===== config.mk =====
export PLATFORM = sky130hd
export DESIGN_NAME = pipeline_stall_ctrl
export DESIGN_NICKNAME = d
export VERILOG_FILES = /design/src/rtl/pipeline_stall_ctrl.sv
export SDC_FILE = /design/constraint.sdc
export NUM_CORES = 1
export LEC_CHECK = 0
export ABC_AREA = 1
export BUFFER_PORTS_ARGS = -buffer_cell sky130_fd_sc_hd__buf_4
export CORE_UTILIZATION = 37
export DETAILED_ROUTE_END_ITERATION = 10
export PLACE_DENSITY_LB_ADDON = 0.1
export SYNTH_ARGS = -nofsm -noshare
export SYNTH_HDL_FRONTEND = slang
export SYNTH_SLANG_ARGS = --single-unit

===== constraint.sdc =====
create_clock -name clk -period 1.8 [get_ports clk]
set_input_delay 0.36 -clock clk [delete_from_list [all_inputs] [get_ports clk]]
set_output_delay 0.36 -clock clk [all_outputs]
set_load 0.02 [all_outputs]

===== src/rtl/pipeline_stall_ctrl.sv =====
// ============================================================================
//  Module      : pipeline_stall_ctrl
//  Description : Stall/flush sequencer for the 5-stage pipeline. It merges the
//                load-use hazard, EX branch redirect, MDU occupancy and DRAM
//                wait into per-register stall/flush controls. Optional perf
//                counters are built only when PIPE_PERF_CNT_EN is defined.
//  Revision    : 1.0 - initial release
// ============================================================================
`default_nettype none

module pipeline_stall_ctrl #(
    parameter int MDU_TIMEOUT = 64,
    parameter int CNT_W       = 32
) (
    input  logic             clk,
    input  logic             rst,
    input  logic             data_hazard,
    input  logic             ex_br_taken,
    input  logic             ex_mdu_start,
    input  logic             mdu_done,
    input  logic             mem_wait,
    output logic             pc_stall,
    output logic             if_id_stall,
    output logic             if_id_flush,
    output logic             id_ex_stall,
    output logic             id_ex_flush,
    output logic             ex_mem_stall,
    output logic             ex_mem_flush,
    output logic             mem_wb_flush,
    output logic             mdu_timeout,
    output logic [CNT_W-1:0] perf_cycles,
    output logic [CNT_W-1:0] perf_stalls,
    output logic [CNT_W-1:0] perf_flushes
);

    localparam int          c_TMO_W    = (MDU_TIMEOUT > 2) ? $clog2(MDU_TIMEOUT) : 1;
    localparam logic [0:0]  c_RUN      = 1'b0;
    localparam logic [0:0]  c_MDU_WAIT = 1'b1;

    logic [0:0]         r_state;
    logic [0:0]         w_next_state;
    logic [c_TMO_W-1:0] r_tmo_cnt;
    logic               w_tmo_hit;

    logic w_pc_stall, w_if_id_stall, w_if_id_flush, w_id_ex_stall, w_id_ex_flush;
    logic w_ex_mem_stall, w_ex_mem_flush, w_mem_wb_flush, w_mdu_timeout;

    assign w_tmo_hit = (r_tmo_cnt == c_TMO_W'(MDU_TIMEOUT - 1));

    always_comb begin
        w_next_state   = r_state;
        w_pc_stall     = 1'b0;
        w_if_id_stall  = 1'b0;
        w_if_id_flush  = 1'b0;
        w_id_ex_stall  = 1'b0;
        w_id_ex_flush  = 1'b0;
        w_ex_mem_stall = 1'b0;
        w_ex_mem_flush = 1'b0;
        w_mem_wb_flush = 1'b0;
        w_mdu_timeout  = 1'b0;

        if (rst) begin
            w_next_state   = c_RUN;
            w_if_id_flush  = 1'b1;
            w_id_ex_flush  = 1'b1;
            w_ex_mem_flush = 1'b1;
            w_mem_wb_flush = 1'b1;
        end else if (mem_wait) begin
            w_pc_stall     = 1'b1;
            w_if_id_stall  = 1'b1;
            w_id_ex_stall  = 1'b1;
            w_ex_mem_stall = 1'b1;
            w_mem_wb_flush = 1'b1;
        end else if ((r_state == c_RUN && ex_mdu_start && !mdu_done) ||
                     (r_state == c_MDU_WAIT && !mdu_done && !w_tmo_hit)) begin
            // MDU occupies EX: freeze the front end, bubble into MEM
            w_next_state   = c_MDU_WAIT;
            w_pc_stall     = 1'b1;
            w_if_id_stall  = 1'b1;
            w_id_ex_stall  = 1'b1;
            w_ex_mem_flush = 1'b1;
        end else if (r_state == c_MDU_WAIT && !mdu_done) begin
            w_next_state  = c_RUN;
            w_mdu_timeout = 1'b1;
        end else begin
            // RUN, or MDU completion letting the resumed EX instruction act
            w_next_state = c_RUN;
            if (ex_br_taken) begin
                w_if_id_flush = 1'b1;
                w_id_ex_flush = 1'b1;
            end else if (data_hazard) begin
                w_pc_stall    = 1'b1;
                w_if_id_stall = 1'b1;
                w_id_ex_flush = 1'b1;
            end
        end
    end

    assign pc_stall     = w_pc_stall;
    assign if_id_stall  = w_if_id_stall;
    assign if_id_flush  = w_if_id_flush & ~w_if_id_stall;
    assign id_ex_stall  = w_id_ex_stall;
    assign id_ex_flush  = w_id_ex_flush & ~w_id_ex_stall;
    assign ex_mem_stall = w_ex_mem_stall;
    assign ex_mem_flush = w_ex_mem_flush & ~w_ex_mem_stall;
    assign mem_wb_flush = w_mem_wb_flush;
    assign mdu_timeout  = w_mdu_timeout;

    always_ff @(posedge clk) begin
        if (rst) begin
            r_state   <= c_RUN;
            r_tmo_cnt <= '0;
        end else begin
            r_state <= w_next_state;
            if (!mem_wait) begin
                if (r_state == c_RUN)
                    r_tmo_cnt <= '0;
                else
                    r_tmo_cnt <= r_tmo_cnt + c_TMO_W'(1);
            end
        end
    end

`ifdef PIPE_PERF_CNT_EN
    logic [CNT_W-1:0] r_perf_cycles;
    logic [CNT_W-1:0] r_perf_stalls;
    logic [CNT_W-1:0] r_perf_flushes;

    always_ff @(posedge clk) begin
        if (rst) begin
            r_perf_cycles  <= '0;
            r_perf_stalls  <= '0;
            r_perf_flushes <= '0;
        end else begin
            r_perf_cycles <= r_perf_cycles + CNT_W'(1);
            if (pc_stall)
                r_perf_stalls <= r_perf_stalls + CNT_W'(1);
            if (if_id_flush)
                r_perf_flushes <= r_perf_flushes + CNT_W'(1);
        end
    end

    assign perf_cycles  = r_perf_cycles;
    assign perf_stalls  = r_perf_stalls;
    assign perf_flushes = r_perf_flushes;
`else
    assign perf_cycles  = '0;
    assign perf_stalls  = '0;
    assign perf_flushes = '0;
`endif

endmodule

`default_nettype wire

# Word level (Yosys, flattened, before mapping)
# Index checks and enable logic that the tools add are counted.
dict set report word_totals {
  out_inout_bits 105
  register_bits 7
  romBits 0
  mem_count 0
  in_bits 7
  ram_bits 0
  elab_cells 47
  latchBits 0
}
dict set report op_classes {
  n_mul 0
  add_sub_neg 1
  n_eq_ne 1
  n_reduce_logical 7
  order_cmp 0
  shift 0
  div 0
  muxes 29
  bitwise 7
}
# cell n
set ops {}
lappend ops {{$mux W1} 28}
lappend ops {{$add A6 B1 Y6 const B} 1}
lappend ops {{$eq A6 B6 Y1 const B} 1}
lappend ops {{$mux W6} 1}
lappend ops {{$logic_and A1 B1 Y1} 4}
lappend ops {{$not A1 Y1} 4}
lappend ops {{$and A1 B1 Y1} 3}
lappend ops {{$logic_not A1 Y1} 2}
lappend ops {{$logic_or A1 B1 Y1} 1}

# Longest topological paths before layout
dict set report logic_depth {
  word_depth 9
  ltp_mapped 7
  depth_no_buf 7
}

# Least setup slack after synthesis
# OpenSTA, ideal clock, no wires.
dict set report synth_timing {
  kind {reg2out}
  startpoint {reg r_tmo_cnt[0]}
  endpoint {out mdu_timeout}
  stages_incl_launch_ff 4
  t_arrival_ns 1.350
  path_buffers 0
  path_slack_ns 0.090
  required_ns 1.440
  path_cell_list {dfxtp_1 > ha_1 > nand3_2 > nor4_1}
}
dict set report synth_between {
  elab_chain_len 7
}
# item line_no
set synth_rtl {}
lappend synth_rtl {{from (decl)} 42} ;# logic [c_TMO_W-1:0] r_tmo_cnt;
lappend synth_rtl {{from (signal assigned)} 119} ;# r_tmo_cnt <= r_tmo_cnt + c_TMO_W'(1);
lappend synth_rtl {{$eq A6 B6 Y1} 48} ;# assign w_tmo_hit = (r_tmo_cnt == c_TMO_W'(MDU_TIMEOUT - 1));
lappend synth_rtl {{$logic_not A1 Y1} 75} ;# (r_state == c_MDU_WAIT && !mdu_done && !w_tmo_hit)) begin
lappend synth_rtl {{$logic_and A1 B1 Y1} 75}
lappend synth_rtl {{$logic_or A1 B1 Y1} 74} ;# end else if ((r_state == c_RUN && ex_mdu_start && !mdu_done) ||
lappend synth_rtl {{$mux W1} 74}
lappend synth_rtl {{$mux W1} 68} ;# end else if (mem_wait) begin
lappend synth_rtl {{$mux W1} 62} ;# if (rst) begin
lappend synth_rtl {{to (decl)} 30} ;# output logic mdu_timeout,
# No other way between the ends.

# Worst setup path in the final report
dict set report layout_timing {
  startpoint {reg r_tmo_cnt[0]}
  endpoint {out pc_stall}
}
dict set report layout_between {
  elab_chain_len 7
}
# item line_no
set layout_rtl {}
lappend layout_rtl {{$eq A6 B6 Y1} 48}
lappend layout_rtl {{$logic_not A1 Y1} 75}
lappend layout_rtl {{$logic_and A1 B1 Y1} 75}
lappend layout_rtl {{$logic_or A1 B1 Y1} 74}
lappend layout_rtl {{$mux W1} 74}
lappend layout_rtl {{$mux W1} 68}
lappend layout_rtl {{$mux W1} 62}
lappend layout_rtl {{to (decl)} 22} ;# output logic pc_stall,
# No other way between the ends.

==> impl_metrics.env <==
export IMPL_outcome="finished clean"
export IMPL_ys_types=23
export IMPL_finalHoldViolations=0
export IMPL_power_leakage_nw=0.6387
export IMPL_fin_crit_ns=1.727
export IMPL_wl_met1_um=529
export IMPL_yosysTopAreaCell="buf_4"
export IMPL_path_max_fanout=4
export IMPL_synthesis_instances=163
export IMPL_place_detailed_hpwl_mm=1.231
export IMPL_skew_ns=0.007538
export IMPL_power_mw=0.5885
export IMPL_dieWidth_um=58.53
export IMPL_fin_ws_ns=0.07332
export IMPL_ys_top_cells_by_count="buf_4, inv_1, nand2_1"
export IMPL_synth_area_top_cells="buf_4, dfxtp_1, inv_1"
export IMPL_yosys_register_bits=7
export IMPL_synth_top_area_frac=0.6159
export IMPL_placementRows=20
export IMPL_io_buffers=15
export IMPL_synthArstFlopShare=0
export IMPL_drt_vias_per_instance=3.248
export IMPL_rsz0062_at_grt="true"
export IMPL_worstHoldPathType="in2reg"
export IMPL_grt_overflow=0
export IMPL_htreeDepth=1
export IMPL_peakVddDrop_uv=186.6
export IMPL_antenna_found_initial=0
export IMPL_drt_iter0_drc=5
export IMPL_routabilityCongestion=0.7418
export IMPL_ant_nets=0
export IMPL_nets=195
export IMPL_yosysWarnings=0
export IMPL_crit_type="reg2out"
export IMPL_power_density_nw_per_um2=548.2
export IMPL_critPathArrivalTime_ns=1.37
export IMPL_clk_latency_ns=0.25
export IMPL_initial_core_util=0.3873
export IMPL_layout_drive_gt1_share=0.2043
export IMPL_detailedPlace_worstSlack_ns=0.2127
export IMPL_vias=747
export IMPL_start_kind="register"
export IMPL_yosysSeqAreaShare=0.1185
export IMPL_dieHeight_um=58.53
export IMPL_grt_pass1_vias=524
export IMPL_syn_to_final_growth_pct=-9.206
export IMPL_drt_pre_antenna_iters=3
export IMPL_wl_mm=1.511
export IMPL_root_buffer="clkbuf_4"
export IMPL_clockBufferDepth=2
export IMPL_dieArea_um2=3426
export IMPL_syn_avg_cell_area_um2=7.254
export IMPL_clkTransAtPathRegs_ns=0.06
export IMPL_crit_required_ns=1.44
export IMPL_finalSetupViolations=0
export IMPL_met2_length_um=801
export IMPL_netlist_area_um2=1182
export IMPL_fin_crit_sh=0.9593
export IMPL_met3WireLength_um=179
export IMPL_cts_buffers=3
export IMPL_grt_usage=0.08160
export IMPL_numClockSinks=7
export IMPL_end_kind="primary output"
export IMPL_setup_tns_ns=0
export IMPL_grt_pass1_wl_mm=2.139
export IMPL_top_layer="met3"
export IMPL_cts_tree="built"
export IMPL_yosysMostFrequentCell="buf_4"
export IMPL_max_freq_mhz=579.1
export IMPL_slew_violations=0
export IMPL_drc_errors=0
export IMPL_cap_violations=0
export IMPL_num_io_pins=112
export IMPL_num_antenna_cells=0
export IMPL_wl_per_cell_um=6.570
export IMPL_grt_max_degree=8
export IMPL_core_um2=3053
export IMPL_synthFlopType="dfxtp_1"
export IMPL_synth_edf_count=0
## state kept, by name, indices dropped and copies added (netlist names)
name       count
r_tmo_cnt      6
r_state        1
## placed cells by master (no fill, tap or decap), drive strengths merged, types with 2 or more instances in the layout
master and instances:
nand2 14, nand4 4, inv 14, a21oi 3, o21ai 2, nor2 8, nand3 5, clkbuf 4
conb 96, dfxtp 7, buf 21
## power by group
| part | internal [mW] | switching [mW] |
|---|---|---|
| clock | 0.0847 | 0.0584 |
| combinational | 0.0481 | 0.235 |
| sequential | 0.159 | 0.00342 |
| total | 0.292 | 0.297 |
## logic make-up (layout without fill, tap and decap cells)
kind of cell	after synthesis	after routing	share of synthesized area
compound gates	8	8	0.05079
xor+xnor	1	1	0.007409
fa+ha+maj	1	1	0.01058
buf+inv	111	39	0.6603
flops	7	7	0.1185
other cells	1	96	0.003172
simple gates	34	34	0.1492
## critical path: stages, from the launching register on
cell	delay, ns
dfxtp_2	0.35
ha_4	0.15
nand3_4	0.08
o21bai_4	0.16
nand3_2	0.09
nand2_2	0.08
nand2_2	0.05
buf_4	0.15
## cell type report
cell class	instances	area, µm²
Inverter	14	52.55
Sequential cell	7	143.9
Multi-Input combinational cell	140	638.1
Timing Repair Buffer	21	157.7
Fill cell	339	1979
Tap cell	44	55.05
Clock buffer	4	26.28
## what timing repair did
| action | 4_1_cts | 5_1_grt |
|---|---|---|
| hold endpoints to repair | 0 | 0 |
| gates resized for setup | 3 | 3 |
| pin swaps | 2 | 2 |
| hold buffers | 0 | 0 |
| setup buffers | 4 | 2 |
| setup endpoints to repair | 6 | 6 |
## final timing paths
path / start / cells past startpoint / slack (ns) / end
setup / recovery: r_tmo_cnt[0] / 7 / 0.07 / pc_stall
hold / removal: rst / 4 / 0.39 / r_state
setup reg to reg: r_tmo_cnt[0] / 7 / 0.63 / r_state
hold reg to reg: r_tmo_cnt[4] / 2 / 0.50 / r_tmo_cnt[4]
## per-stage QoR
stage	hold WS (ns)	cell area, µm²	utilization	cells
finish	0.3932	1074	0.3516	230
global route	0.4131	1074	0.3516	230
CTS	0.3838	1040	0.3406	228
detailed placement	0.4940	978.4	0.3205	220
global placement	0.4889	978.4	0.3205	220
floorplan	0.4612	1539	-	258
## metal layers
layer,track usage,vias up
met1,0.09492,327
met4,0.003401,0
met3,0.04835,0
met2,0.1363,60
met5,0,-
li1,-,360
(Power assumes the default switching activity.)
